## src/rtl/y86_pkg.sv

```systemverilog
// Shared Y86-64 encodings: instruction codes, register names and status codes.
package y86_pkg;

  localparam int unsigned NREGS = 15;

  localparam logic [3:0] I_HALT   = 4'h0;
  localparam logic [3:0] I_NOP    = 4'h1;
  localparam logic [3:0] I_CMOVXX = 4'h2;
  localparam logic [3:0] I_IRMOVQ = 4'h3;
  localparam logic [3:0] I_RMMOVQ = 4'h4;
  localparam logic [3:0] I_MRMOVQ = 4'h5;
  localparam logic [3:0] I_OPQ    = 4'h6;
  localparam logic [3:0] I_JXX    = 4'h7;
  localparam logic [3:0] I_CALL   = 4'h8;
  localparam logic [3:0] I_RET    = 4'h9;
  localparam logic [3:0] I_PUSHQ  = 4'hA;
  localparam logic [3:0] I_POPQ   = 4'hB;

  localparam logic [3:0] RNONE = 4'hF;
  localparam logic [3:0] RSP   = 4'h4;

  typedef enum logic [2:0] {
    S_AOK = 3'd1,
    S_HLT = 3'd2,
    S_ADR = 3'd3,
    S_INS = 3'd4
  } stat_e;

endpackage

```

## src/rtl/y86_regfile.sv

```systemverilog
// 15x64 register file: two write ports (M beats E on the same entry), two
// zero-latency read ports; address RNONE reads as zero and never writes.
module y86_regfile
  import y86_pkg::*;
#(
  parameter logic [63:0] STACK_INIT = 64'h0000_0000_000F_FFF8,
  parameter logic [63:0] REG_INIT   = 64'h0
) (
  input  logic        clk,
  input  logic        rst_n,
  input  logic        we_e_i,
  input  logic [3:0]  wa_e_i,
  input  logic [63:0] wd_e_i,
  input  logic        we_m_i,
  input  logic [3:0]  wa_m_i,
  input  logic [63:0] wd_m_i,
  input  logic [3:0]  raddr_a_i,
  input  logic [3:0]  raddr_b_i,
  output logic [63:0] rdata_a_o,
  output logic [63:0] rdata_b_o
);

  logic [63:0] regs_q [NREGS];

  // Register storage with per-entry write-port arbitration.
  always_ff @(posedge clk or negedge rst_n) begin
    if (!rst_n) begin
      for (int i = 0; i < NREGS; i++) begin
        regs_q[i] <= (i == int'(RSP)) ? STACK_INIT : REG_INIT;
      end
    end else begin
      for (int i = 0; i < NREGS; i++) begin
        if (we_m_i && (wa_m_i == 4'(i))) begin
          regs_q[i] <= wd_m_i;
        end else if (we_e_i && (wa_e_i == 4'(i))) begin
          regs_q[i] <= wd_e_i;
        end else begin
          regs_q[i] <= regs_q[i];
        end
      end
    end
  end

  // No bypass: a read in the write cycle returns the pre-edge contents.
  always_comb begin
    rdata_a_o = 64'h0;
    rdata_b_o = 64'h0;
    if (raddr_a_i != RNONE) begin
      rdata_a_o = regs_q[raddr_a_i];
    end else begin
      rdata_a_o = 64'h0;
    end
    if (raddr_b_i != RNONE) begin
      rdata_b_o = regs_q[raddr_b_i];
    end else begin
      rdata_b_o = 64'h0;
    end
  end

endmodule

```

## src/rtl/wb_regfile.sv

```systemverilog
// Y86-64 SEQ write-back stage: destination decode, sticky status FSM,
// retired-instruction counter and the architectural register file.
module wb_regfile
  import y86_pkg::*;
#(
  parameter logic [63:0] STACK_INIT = 64'h0000_0000_000F_FFF8,
  parameter logic [63:0] REG_INIT   = 64'h0
) (
  input  logic        clk,
  input  logic        rst_n,
  input  logic        instr_valid,
  input  logic [3:0]  icode,
  input  logic [3:0]  rA,
  input  logic [3:0]  rB,
  input  logic        cnd,
  input  logic [63:0] valE,
  input  logic [63:0] valM,
  input  logic        imem_error,
  input  logic        instr_inv,
  input  logic        dmem_error,
  input  logic [3:0]  raddr_a,
  input  logic [3:0]  raddr_b,
  output logic [63:0] rdata_a,
  output logic [63:0] rdata_b,
  output logic [2:0]  stat,
  output logic        halted,
  output logic [63:0] retired
);

  stat_e       stat_q, stat_d, next_stat_s;
  logic [63:0] retired_q, retired_d;
  logic [3:0]  dst_e_s, dst_m_s;
  logic        accept_s, commit_s;

  // Destination decode.
  always_comb begin
    dst_e_s = RNONE;
    dst_m_s = RNONE;
    case (icode)
      I_CMOVXX: begin
        if (cnd) dst_e_s = rB;
        else     dst_e_s = RNONE;
      end
      I_IRMOVQ, I_OPQ:                 dst_e_s = rB;
      I_CALL, I_RET, I_PUSHQ, I_POPQ:  dst_e_s = RSP;
      default:                         dst_e_s = RNONE;
    endcase
    case (icode)
      I_MRMOVQ, I_POPQ: dst_m_s = rA;
      default:          dst_m_s = RNONE;
    endcase
  end

  // Status of the current instruction; address faults outrank illegal ones.
  always_comb begin
    next_stat_s = S_AOK;
    if (imem_error || dmem_error) begin
      next_stat_s = S_ADR;
    end else if (instr_inv) begin
      next_stat_s = S_INS;
    end else if (icode == I_HALT) begin
      next_stat_s = S_HLT;
    end else begin
      next_stat_s = S_AOK;
    end
  end

  assign accept_s = instr_valid && (stat_q == S_AOK);
  assign commit_s = accept_s && (next_stat_s == S_AOK);

  // Next-state logic: non-AOK status is absorbing until reset.
  always_comb begin
    stat_d    = stat_q;
    retired_d = retired_q;
    if (accept_s) begin
      stat_d = next_stat_s;
      if ((next_stat_s == S_AOK) || (next_stat_s == S_HLT)) begin
        retired_d = retired_q + 64'd1;
      end else begin
        retired_d = retired_q;
      end
    end else begin
      stat_d    = stat_q;
      retired_d = retired_q;
    end
  end

  // Status and retired-counter registers.
  always_ff @(posedge clk or negedge rst_n) begin
    if (!rst_n) begin
      stat_q    <= S_AOK;
      retired_q <= 64'd0;
    end else begin
      stat_q    <= stat_d;
      retired_q <= retired_d;
    end
  end

  y86_regfile #(
    .STACK_INIT (STACK_INIT),
    .REG_INIT   (REG_INIT)
  ) u_regs (
    .clk       (clk),
    .rst_n     (rst_n),
    .we_e_i    (commit_s && (dst_e_s != RNONE)),
    .wa_e_i    (dst_e_s),
    .wd_e_i    (valE),
    .we_m_i    (commit_s && (dst_m_s != RNONE)),
    .wa_m_i    (dst_m_s),
    .wd_m_i    (valM),
    .raddr_a_i (raddr_a),
    .raddr_b_i (raddr_b),
    .rdata_a_o (rdata_a),
    .rdata_b_o (rdata_b)
  );

  assign stat    = stat_q;
  assign halted  = (stat_q != S_AOK);
  assign retired = retired_q;

endmodule
```

## config.mk

```make
export PLATFORM = sky130hd
export DESIGN_NAME = wb_regfile
export DESIGN_NICKNAME = d
export VERILOG_FILES = /design/src/rtl/y86_pkg.sv /design/src/rtl/y86_regfile.sv /design/src/rtl/wb_regfile.sv
export SDC_FILE = /design/constraint.sdc
export NUM_CORES = 2
export LEC_CHECK = 0
export ABC_AREA = 1
export BUFFER_PORTS_ARGS = -buffer_cell sky130_fd_sc_hd__buf_2
export CELL_PAD_IN_SITES_DETAIL_PLACEMENT = 2
export CELL_PAD_IN_SITES_GLOBAL_PLACEMENT = 2
export CORE_MARGIN = 5
export CORE_UTILIZATION = 30
export CTS_CLUSTER_DIAMETER = 40
export CTS_CLUSTER_SIZE = 14
export DETAILED_ROUTE_END_ITERATION = 8
export MAX_ROUTING_LAYER = met4
export PLACE_DENSITY_LB_ADDON = 0.1
export REMOVE_ABC_BUFFERS = 1
export SLEW_MARGIN = 40
export SYNTH_ARGS = -nofsm -noshare
export SYNTH_HDL_FRONTEND = slang
export SYNTH_SLANG_ARGS = --single-unit
```

## constraint.sdc

```tcl
create_clock -name clk -period 2.4 [get_ports clk]
set_input_delay 0.36 -clock clk [delete_from_list [all_inputs] [get_ports clk]]
set_output_delay 0.36 -clock clk [all_outputs]
set_load 0.03 [all_outputs]
```

==> flow_summary.json <==
{
  "wl_per_cell_um": 33.92,
  "core-area_mm2": 0.2249,
  "dpl.cell_count": 13644,
  "htree_num_levels": 5,
  "grt_start_max_net_pins": 105,
  "post_route_cells_drive_above_1_share": 0.2091,
  "vias_per_cell": 6.152,
  "crit_start_category": "flop",
  "cts_root_buffer": "sky130_fd_sc_hd__clkbuf_16",
  "synthDominantAreaCellType": "sky130_fd_sc_hd__dfrtp_1",
  "power.total_mw": 65.75,
  "p_int_mw": 47.82,
  "ys.flop_type": "sky130_fd_sc_hd__dfrtp_1",
  "yosys.cell_types.count": 46,
  "setup_viol_count_final": 131,
  "worstReg2RegStart": "stat[0]",
  "mappedNetlistArea_mm2": 0.06782,
  "critical_path.reg2reg.endpoint": "u_regs.regs_q[429]",
  "drv.max_cap_violation_count": 0,
  "vdd_drop_max_mv": 0.4241,
  "place_congestion": 0.9256,
  "post-route-min-period_ps": 2881,
  "power.share.switching": 0.2726,
  "pwr-share-clk": 0.626,
  "setup_ws_ps": -480.7,
  "critPathMaxFanout": 2,
  "final_util": 0.4261,
  "cts_sinks": 1027,
  "finClkSkew_ps": 26.30,
  "holdCritPathClass": "input pin to flop",
  "synth-edff-count": 0,
  "cp_data_required_time_ps": 2040,
  "switching_power_mw": 17.93,
  "min_period_over_period": 1.200,
  "critPathKind": "flop to primary output",
  "grt_usage": 0.4027,
  "route.vias.total": 88807,
  "drt_pass1_iterations": 5,
  "die_w_um": 485.5,
  "placementRows": 174,
  "synth_seq_cells": 1027,
  "flow.area_growth_from_synthesis_pct": 41.28,
  "clk_transition_reported_paths_ps": 50,
  "whs_endpoint": "stat[0]",
  "num_cts_buffers": 303,
  "final-hold-violation-count": 0,
  "grt.overflow.total": 0,
  "synthCells": 10417,
  "type_of_destination_of_the_critical_path": "primary output",
  "ant_nets": 0,
  "mean_syn_cell_area_um2": 6.511,
  "drt_drc_violations_left": 0,
  "post-dp-hpwl_um": 316400,
  "pwr-share-seq": 0.264,
  "detail_route.wirelength_um": 489600,
  "timing.hold.worst.start": "icode[1]",
  "final_cells": 14435,
  "worst_skew_pair.late_latency_ps": 910,
  "synth_warnings": 0,
  "antenna_found_initial": 18,
  "cts.path.max_buffers": 4,
  "comb_power_share": 0.110,
  "grt_pass1_vias": 94779,
  "die_area_mm2": 0.2357,
  "cts_tree": "done",
  "initial_utilization": 0.3016,
  "ys_async_sr_fraction": 1.000,
  "slew-limit-headroom": 0.5250,
  "power.static_leakage_nw": 47.09,
  "place.port_buffers": 350,
  "finalNetCount": 11365,
  "grt_pass1_wl_um": 681100,
  "setup.reg_to_reg.worst_slack_ps": -30,
  "ys_seq_area_frac": 0.3793,
  "violations": "negative setup slack",
  "unrepaired_setup_endpoints_after_global_routing": "yes",
  "yosysTopAreaCellShare": 0.3723,
  "most_common_cell_after_layout_fill_and_taps_aside": "sky130_fd_sc_hd__nand2_1",
  "cellPowerDensity_mw_per_mm2": 686.2,
  "report.final.slew_viol_count": 0,
  "critical_path_arrival_ps": 2520,
  "drt_iter0_markers": 8825,
  "die_h_um": 485.5,
  "hold_depth": 6,
  "num-fill-cells": 25594,
  "timing.reg2reg.worst_path_depth": 11,
  "achievable-frequency_mhz": 347.1,
  "num_io_pins": 351,
  "worst_slew_pin_slew_ps": 712.5,
  "most-common-layout-cells": "3952 x sky130_fd_sc_hd__nand2_1, 1258 x sky130_fd_sc_hd__nand3_1, 1008 x sky130_fd_sc_hd__dfrtp_1",
  "status": "finished with violations",
  "synth_top_cells_by_area": "sky130_fd_sc_hd__dfrtp_1 37%, sky130_fd_sc_hd__nand2_1 22%, sky130_fd_sc_hd__nand3_1 9.9%"
}
## registers in the layout (all words and copies together) (netlist names)
name,count
retired,64
stat,3
u_regs.regs_q,960
## synthesized netlist by cell type, types with 40 or more instances
master                      number
sky130_fd_sc_hd__clkbuf_1      519
sky130_fd_sc_hd__o211ai_1      202
sky130_fd_sc_hd__nand3_1      1338
sky130_fd_sc_hd__buf_2         212
sky130_fd_sc_hd__buf_1         172
sky130_fd_sc_hd__o21ai_1       234
sky130_fd_sc_hd__o21ai_0       689
sky130_fd_sc_hd__a22oi_1        81
sky130_fd_sc_hd__nand4_1       128
sky130_fd_sc_hd__nor2_1        211
sky130_fd_sc_hd__dfrtp_1      1009
sky130_fd_sc_hd__nor3_1         41
sky130_fd_sc_hd__inv_1         684
sky130_fd_sc_hd__o2111ai_1      40
sky130_fd_sc_hd__a21oi_1       438
sky130_fd_sc_hd__o221ai_1      151
sky130_fd_sc_hd__nand2_1      4029
## cells by family after synthesis
| family | after synthesis | synth area share |
|---|---|---|
| fa+ha+maj | 1 | 0.0001845 |
| compound gates | 1911 | 0.1656 |
| buf+inv | 1644 | 0.09597 |
| xor+xnor | 51 | 0.006586 |
| flops | 1027 | 0.3793 |
| simple gates | 5783 | 0.3524 |
## final cells by class
type / count / area (µm²) / share of cell area
multi-input cells: 7748 / 37910 / 0.3957
flip-flops and latches: 1027 / 25720 / 0.2685
repair buffers: 1408 / 15490 / 0.1616
clock buffers: 405 / 8573 / 0.08947
well taps: 2992 / 3744 / 0.03907
inverters: 721 / 2821 / 0.02945
clock inverters: 114 / 1509 / 0.01575
diodes: 20 / 50.05 / 0.0005223
## worst max path at each step
stage,start,to,slack (ps)
3_3_place_gp,icode[2],u_regs.regs_q[508],-340
5_1_grt,u_regs.regs_q[875],rdata_b[43],-540
4_1_cts,u_regs.regs_q[875],rdata_b[43],-510
6_report,u_regs.regs_q[875],rdata_b[43],-480
3_5_place_dp,icode[0],u_regs.regs_q[508],-410
2_1_floorplan,raddr_a[0],rdata_a[17],-11650
## stage by stage
| stage | TNS, ps | setup slack, ps | hold WS [ps] | instance area, µm² |
|---|---|---|---|---|
| floorplan | -4186880 | -11650 | 64.41 | 64020 |
| global placement | -98020 | -342.6 | 318.8 | 80140 |
| detailed placement | -213710 | -410.0 | 314.4 | 80140 |
| CTS | -28630 | -508.9 | 15.75 | 93920 |
| global route | -35570 | -537.3 | 86.27 | 95810 |
| finish | -23540 | -480.7 | 83.82 | 95820 |
## power groups by stage
stage / clock network [mW] / registers, mW / logic [mW]
after floorplan: 0 / 17.6 / 2.41
after detailed placement: 0 / 17.6 / 6.28
final: 41.1 / 17.4 / 7.25
after CTS: 41.3 / 17.4 / 6.93
after global routing: 42.3 / 17.4 / 7.48
after global placement: 0 / 17.6 / 6.14
## critical path, stage by stage (launching register included)
cell	delay (ps)
sky130_fd_sc_hd__dfrtp_1	410
sky130_fd_sc_hd__inv_2	80
sky130_fd_sc_hd__nand2_2	50
sky130_fd_sc_hd__o211ai_1	80
sky130_fd_sc_hd__o221ai_1	130
sky130_fd_sc_hd__o211ai_1	310
sky130_fd_sc_hd__o211ai_1	180
sky130_fd_sc_hd__buf_4	200
sky130_fd_sc_hd__buf_6	140
## per-layer routing
layer | up-vias | GRT usage | routed length (µm)
li1 | 36064 | - | -
met1 | 46310 | 0.4906 | 194200
met2 | 4677 | 0.6331 | 221400
met3 | 1756 | 0.06895 | 39730
met4 | 0 | 0.2287 | 34290
met5 | - | - | 0
## repair_timing
item / 4_1_cts / 5_1_grt
gates resized for setup: 784 / 289
setup buffers: 46 / 60
hold buffers: 134 / 0
hold endpoints to repair: 1263 / 0
gates cloned: 5 / 16
setup endpoints to repair: 388 / 321
pin swaps: 324 / 292
Note: power is estimated with default switching activity, not from simulation.
